<file path="config.mk">
export PLATFORM = sky130hd
export DESIGN_NAME = sram_ana_pipe
export DESIGN_NICKNAME = d
export VERILOG_FILES = /design/src/rtl/sram_ana_pipe.sv
export SDC_FILE = /design/constraint.sdc
export NUM_CORES = 1
export LEC_CHECK = 0
export CORE_UTILIZATION = 48
export DETAILED_ROUTE_END_ITERATION = 6
export PLACE_DENSITY = 0.8
export SLEW_MARGIN = 10
export SYNTH_ARGS = -nofsm -noshare
export SYNTH_HDL_FRONTEND = slang
export SYNTH_SLANG_ARGS = --single-unit
</file>
<file path="constraint.sdc">
create_clock -name clk_a -period 2.7 [get_ports clk_a]
set_clock_uncertainty 0.05 [all_clocks]
set_input_delay 0.675 -clock clk_a [delete_from_list [all_inputs] [get_ports clk_a]]
set_output_delay 0.675 -clock clk_a [all_outputs]
set_load 0.05 [all_outputs]
</file>
<file path="src/rtl/sram_ana_pipe.sv">
// ----------------------------------------------------------------------------
// sram_ana_pipe
// Single-port SRAM whose control, address and data lines are analog-coded
// levels (one ANA_WIDTH-bit lane per logical bit). Every lane is thresholded
// to a bit. After reset a sequencer clears every word before the port accepts
// accesses. Read data travels through a RD_LATENCY-deep register chain and is
// presented as full-scale/zero lanes together with a one-cycle rvalid pulse.
//
// Optional feature macro: ANA_HYST_EN
//   undefined : single threshold, a lane is 1 when level > FULL_SCALE/2
//   defined   : hysteresis of +/-HYST_MARGIN around FULL_SCALE/2, with a
//               registered previous bit per lane (reset to 0)
//
// Ports
//   clk_a   in   clock, rising edge
//   rst_a   in   synchronous active-high reset
//   req_a   in   access request lane
//   we_a    in   write-enable lane (1 = write, 0 = read)
//   addr_a  in   ADDR_WIDTH address lanes, index = address bit
//   din_a   in   DATA_WIDTH write-data lanes, index = data bit
//   dout_a  out  DATA_WIDTH read-data lanes, each FULL_SCALE or 0
//   rvalid  out  one-cycle pulse when dout_a has just been updated
//   ready   out  high once the clear sequence is done and accesses are taken
// ----------------------------------------------------------------------------
module sram_ana_pipe #(
   parameter int DATA_WIDTH  = 8,
   parameter int ADDR_WIDTH  = 4,
   parameter int ANA_WIDTH   = 8,
   parameter int FULL_SCALE  = 255,
   parameter int RD_LATENCY  = 1,
   parameter int HYST_MARGIN = 32
) (
   input  logic                 clk_a,
   input  logic                 rst_a,
   input  logic [ANA_WIDTH-1:0] req_a,
   input  logic [ANA_WIDTH-1:0] we_a,
   input  logic [ANA_WIDTH-1:0] addr_a [ADDR_WIDTH],
   input  logic [ANA_WIDTH-1:0] din_a  [DATA_WIDTH],
   output logic [ANA_WIDTH-1:0] dout_a [DATA_WIDTH],
   output logic                 rvalid,
   output logic                 ready
);

   localparam int DEPTH = 2 ** ADDR_WIDTH;
   localparam int NLANE = 2 + ADDR_WIDTH + DATA_WIDTH;
   localparam int MID   = FULL_SCALE / 2;
   localparam logic [ANA_WIDTH-1:0] LVL_ONE = ANA_WIDTH'(FULL_SCALE);

   genvar gi;

   // Elaboration-time sanity check of the configuration.
   generate
      if (RD_LATENCY < 1 || RD_LATENCY > 4 || HYST_MARGIN < 0) begin : g_param_err
         $error("sram_ana_pipe: RD_LATENCY must be 1..4 and HYST_MARGIN >= 0");
      end
   endgenerate

   // ------------------------------------------------------------------------
   // Lane decode. All input lanes are gathered into one list so a single
   // decoder instance per lane serves both build variants:
   //   [0] req, [1] we, [2 +: ADDR_WIDTH] addr, then DATA_WIDTH data lanes.
   // ------------------------------------------------------------------------
   logic [ANA_WIDTH-1:0] w_lvl [NLANE];
   logic [NLANE-1:0]     w_bit;

   assign w_lvl[0] = req_a;
   assign w_lvl[1] = we_a;

   generate
      for (gi = 0; gi < ADDR_WIDTH; gi++) begin : g_addr_lane
         assign w_lvl[2 + gi] = addr_a[gi];
      end
      for (gi = 0; gi < DATA_WIDTH; gi++) begin : g_din_lane
         assign w_lvl[2 + ADDR_WIDTH + gi] = din_a[gi];
      end
   endgenerate

`ifdef ANA_HYST_EN
   localparam int HYST_HI = MID + HYST_MARGIN;
   localparam int HYST_LO = MID - HYST_MARGIN;

   logic [NLANE-1:0] r_prev;

   // Inside the dead band the lane keeps the bit it decoded last cycle; the
   // decision itself is combinational so the current level acts immediately.
   generate
      for (gi = 0; gi < NLANE; gi++) begin : g_dec
         assign w_bit[gi] = (int'(w_lvl[gi]) >= HYST_HI) ? 1'b1 :
                            (int'(w_lvl[gi]) <= HYST_LO) ? 1'b0 : r_prev[gi];
      end
   endgenerate

   always_ff @(posedge clk_a) begin
      if (rst_a) begin
         r_prev <= '0;
      end else begin
         r_prev <= w_bit;
      end
   end
`else
   generate
      for (gi = 0; gi < NLANE; gi++) begin : g_dec
         assign w_bit[gi] = (int'(w_lvl[gi]) > MID);
      end
   endgenerate
`endif

   logic                  w_req;
   logic                  w_we;
   logic [ADDR_WIDTH-1:0] w_addr;
   logic [DATA_WIDTH-1:0] w_din;

   assign w_req  = w_bit[0];
   assign w_we   = w_bit[1];
   assign w_addr = w_bit[2 +: ADDR_WIDTH];
   assign w_din  = w_bit[2 + ADDR_WIDTH +: DATA_WIDTH];

   // ------------------------------------------------------------------------
   // Control state
   // ------------------------------------------------------------------------
   typedef enum logic {S_INIT, S_IDLE} state_t;

   state_t                r_state;
   logic [ADDR_WIDTH-1:0] r_clr_ptr;
   logic [RD_LATENCY-1:0] r_pipe_vld;
   logic [DATA_WIDTH-1:0] r_pipe_data [RD_LATENCY];
   logic [DATA_WIDTH-1:0] r_dout;
   logic                  r_rvalid;
   logic                  r_ready;
   logic [DATA_WIDTH-1:0] r_mem [DEPTH];

   logic w_access;
   logic w_rd_issue;
   logic w_wr_issue;

   // Requests are only honoured once the clear sequence has finished.
   assign w_access   = (r_state == S_IDLE) && w_req;
   assign w_rd_issue = w_access && !w_we;
   assign w_wr_issue = w_access &&  w_we;

   // ------------------------------------------------------------------------
   // Memory write port, shared between the clear sequencer and user writes.
   // ------------------------------------------------------------------------
   logic                  w_mem_we;
   logic [ADDR_WIDTH-1:0] w_mem_waddr;
   logic [DATA_WIDTH-1:0] w_mem_wdata;

   always_comb begin
      w_mem_we    = 1'b0;
      w_mem_waddr = r_clr_ptr;
      w_mem_wdata = '0;
      if (!rst_a) begin
         if (r_state == S_INIT) begin
            w_mem_we = 1'b1;
         end else if (w_wr_issue) begin
            w_mem_we    = 1'b1;
            w_mem_waddr = w_addr;
            w_mem_wdata = w_din;
         end
      end
   end

   always_ff @(posedge clk_a) begin
      if (w_mem_we) begin
         r_mem[w_mem_waddr] <= w_mem_wdata;
      end
   end

   // Registered read (read-first) feeding the latency chain. The data stages
   // carry no reset: only the valid bits decide whether a value is used, and
   // those are flushed by reset.
   always_ff @(posedge clk_a) begin
      r_pipe_data[0] <= r_mem[w_addr];
      for (int k = 1; k < RD_LATENCY; k++) begin
         r_pipe_data[k] <= r_pipe_data[k-1];
      end
   end

   // ------------------------------------------------------------------------
   // FSM with registered outputs and read-valid chain
   // ------------------------------------------------------------------------
   always_ff @(posedge clk_a) begin
      if (rst_a) begin
         r_state    <= S_INIT;
         r_clr_ptr  <= '0;
         r_pipe_vld <= '0;
         r_dout     <= '0;
         r_rvalid   <= 1'b0;
         r_ready    <= 1'b0;
      end else begin
         r_pipe_vld[0] <= w_rd_issue;
         for (int k = 1; k < RD_LATENCY; k++) begin
            r_pipe_vld[k] <= r_pipe_vld[k-1];
         end

         r_rvalid <= r_pipe_vld[RD_LATENCY-1];
         if (r_pipe_vld[RD_LATENCY-1]) begin
            r_dout <= r_pipe_data[RD_LATENCY-1];
         end

         case (r_state)
            S_INIT: begin
               r_clr_ptr <= r_clr_ptr + 1'b1;
               if (r_clr_ptr == ADDR_WIDTH'(DEPTH - 1)) begin
                  r_state <= S_IDLE;
                  r_ready <= 1'b1;
               end
            end
            S_IDLE: begin
               r_ready <= 1'b1;
            end
            default: begin
               r_state <= S_INIT;
            end
         endcase
      end
   end

   // ------------------------------------------------------------------------
   // Outputs
   // ------------------------------------------------------------------------
   assign rvalid = r_rvalid;
   assign ready  = r_ready;

   generate
      for (gi = 0; gi < DATA_WIDTH; gi++) begin : g_dout_lane
         assign dout_a[gi] = r_dout[gi] ? LVL_ONE : '0;
      end
   endgenerate

endmodule

</file>
==> impl_metrics.csv <==
group,metric,value,unit
setup_path,end_kind,"primary output",
routing,first_iter_violations,374,
setup_path,rr_worst_depth,4,
global_routing,grt_max_degree,33,
cts,cts_hold_buffers,0,
synth,postSynthRegisterBits,152,
synth,synth_area_leaders,"edfxtp_1 (60%), mux4_2 (11%), dfxtp_1 (7.5%)",
power_and_ir_drop,vdd_drop_max,491.7,µV
sta,fmax,402.7,MHz
sta,tns,0,ns
synth,syn_inst,396,
cts,postCtsSetupBuffers,0,
sta,layout_setup_ws,0.2169,ns
setup_path,crit_buf_inv,1,
sta,slew_viol_final,0,
cts,cts.reportedPaths.clkPinSlew,0.06,ns
routing,postRouteAntennaNets,0,
hold_path,holdPathEnd,"ready",
cts,cts_resized,0,
setup_path,cp.arrival,1.76,ns
cts,clock_latency,0.43,ns
die,die_h,117.3,µm
synth,netlist_area,6379,µm²
setup_path,r2r_start,"r_state",
cts,clock-root-buffer,"clkbuf_16",
setup_path,startpoint_type,"flip-flop",
layout,final_common_cell,"edfxtp_1",
setup_path,cp.required,1.98,ns
place,place_congestion,0.8432,
routing,drt-wirelength-per-cell,19.95,µm
sta,setup_viol,0,
global_routing,antenna_found_initial,0,
layout,layout.nets,569,
setup_path,max_stage_delay,0.87,ns
power_and_ir_drop,p_total,0.005347,W
setup_path,slowest_stage,"clkdlybuf4s50_1",
layout,fin_area,7886,µm²
routing,wirelength,12.73,mm
place,dp_hpwl,8.036,mm
setup_path,crit_chain,"clkdlybuf4s50_1",
hold_path,hold_start,"ready",
global_routing,grt_remaining_overflow,0,
routing,routed_via_density,5.572,
global_routing,grtUsageTotal,20.60,%
die,initial_core_util,49.94,%
synth,synth_top_area_share,60.26,%
sta,tightestPinTransition,0.5204,ns
sta,rsz0062_at_grt,"no",
synth,avgSynthCellArea,16.11,µm²
sta,hold_viol,0,
routing,vias,3555,
layout,area_growth,23.64,%
cts,htreeDepth,4,
place,placed_area,7248,µm²
synth,yosysSeqAreaShare,67.79,%
power_and_ir_drop,p_leak,2.867,nW
layout,final_cell_mix,"edfxtp_1 (128), clkdlybuf4s50_1 (80), mux4_2 (32)",
setup_path,path_max_fanout,9,
cts,cts_num_sinks,152,
hold_path,hold_path.class,"flip-flop to flip-flop",
sta,min_period,2.483,ns
synth,ys_types,27,
cts,clock_path_buffers,2,
sta,fin_crit_sh,91.97,%
setup_path,path_delay_family,"buffers and inverters",
die,coreArea,12770,µm²
setup_path,reg2reg_to,"r_mem[5][6]",
sta,slew_headroom,65.20,%
layout,num_antenna_cells,0,
hold_path,min_path_cells,2,
die,fp.dieW,117.3,µm
synth,yosys.area.top_type,"edfxtp_1",
synth,yosys_warnings,0,
die,ios,180,
synth,synth_nets,511,
setup_path,reg2reg_slack,0.68,ns
routing,drc_errors,0,
outcome,status,"finished clean",
setup_path,critPathKind,"flip-flop to primary output",
global_routing,grt_pass1_vias,3375,
job,drv_cap,0,
power_and_ir_drop,powerDensity,678.0,nW/µm²
die,die_area,13750,µm²
cts,tritoncts,"built",
routing,firstDrtPassIters,5,
layout,drive_above_1_share,20.60,%
die,num_rows,41,
place,port_buffers,81,
sta,whs,0.3977,ns
cts,numCtsBuffers,17,
global_routing,grt_pass1_wl,19.35,mm
place,place_ws,0.003608,ns
-- power breakdown --
part | total, W | internal, W | switching [W]
clock network | 0.00258 | 0.00171 | 0.000870
registers | 0.00256 | 0.00254 | 0.0000178
logic | 0.000207 | 0.0000977 | 0.000110
-- cell type report --
cell class | instances | area [µm²]
Sequential cell | 152 | 4324
Multi-Input combinational cell | 161 | 1510
Timing Repair Buffer | 118 | 1184
Clock inverter | 12 | 205.2
Fill cell | 891 | 4887
Clock buffer | 19 | 432.9
Tap cell | 172 | 215.2
Inverter | 4 | 15.01
-- logic make-up after synthesis --
family                     share of synthesized area [%]
DFF                                                67.79
buffers and inverters                              8.533
and+or+nand+nor                                    6.473
muxes                                              12.71
AOI/OAI and AO/OA                                  3.884
xor gates and xnor gates                          0.4120
adders and majority gates                         0.1961
-- layer usage --
metal  vias up  part of all wire (%)  global-route usage (%)
met5         -                     0                       0
met4         0                   2.6                   10.46
met3        30                   9.3                   6.076
met2       219                    47                   30.82
met1      1725                    41                   27.54
li1       1581                     -                       -
-- sequential cells by signal, summed over array words and instances, names as in the netlist --
register and count:
r_clr_ptr 4, r_dout 8, r_mem 128, r_pipe_data 8, r_pipe_vld 1, r_state 1
ready 1, rvalid 1
-- cell usage after synthesis --
cell,number
nand2b_1,1
inv_1,4
nand3_1,18
mux4_2,32
buf_2,9
nor3_1,1
and4b_1,1
nor2_1,17
edfxtp_1,128
nor2b_1,9
nor4b_2,1
o32ai_1,4
xor2_1,2
nand4_1,6
nand4b_1,2
dfxtp_1,24
mux2i_1,9
a22oi_1,18
clkbuf_1,9
a21o_1,1
nand2_1,13
a21oi_1,14
buf_1,2
buf_4,59
ha_1,1
and2_1,10
xnor2_1,1
-- through the flow --
| stage | utilization [%] | cells |
|---|---|---|
| CTS | 61.74 | 638 |
| global route | 61.74 | 638 |
| detailed placement | 56.74 | 607 |
| global placement | 56.74 | 607 |
| finish | 61.74 | 638 |
| floorplan | - | 396 |
-- worst max path at each step --
stage	from	to	slack [ns]	cells after the start
4_1_cts	r_dout[4]	dout_a[26]	0.17	1
5_1_grt	r_dout[4]	dout_a[25]	0.11	1
3_5_place_dp	rst_a	r_mem[5][7]	0.004	5
6_report	r_dout[1]	dout_a[52]	0.22	1
3_3_place_gp	addr_a[15]	r_mem[7][6]	0.12	5
2_1_floorplan	rst_a	r_mem[4][0]	0.24	4
No activity file was read; power rests on OpenSTA's default activity.
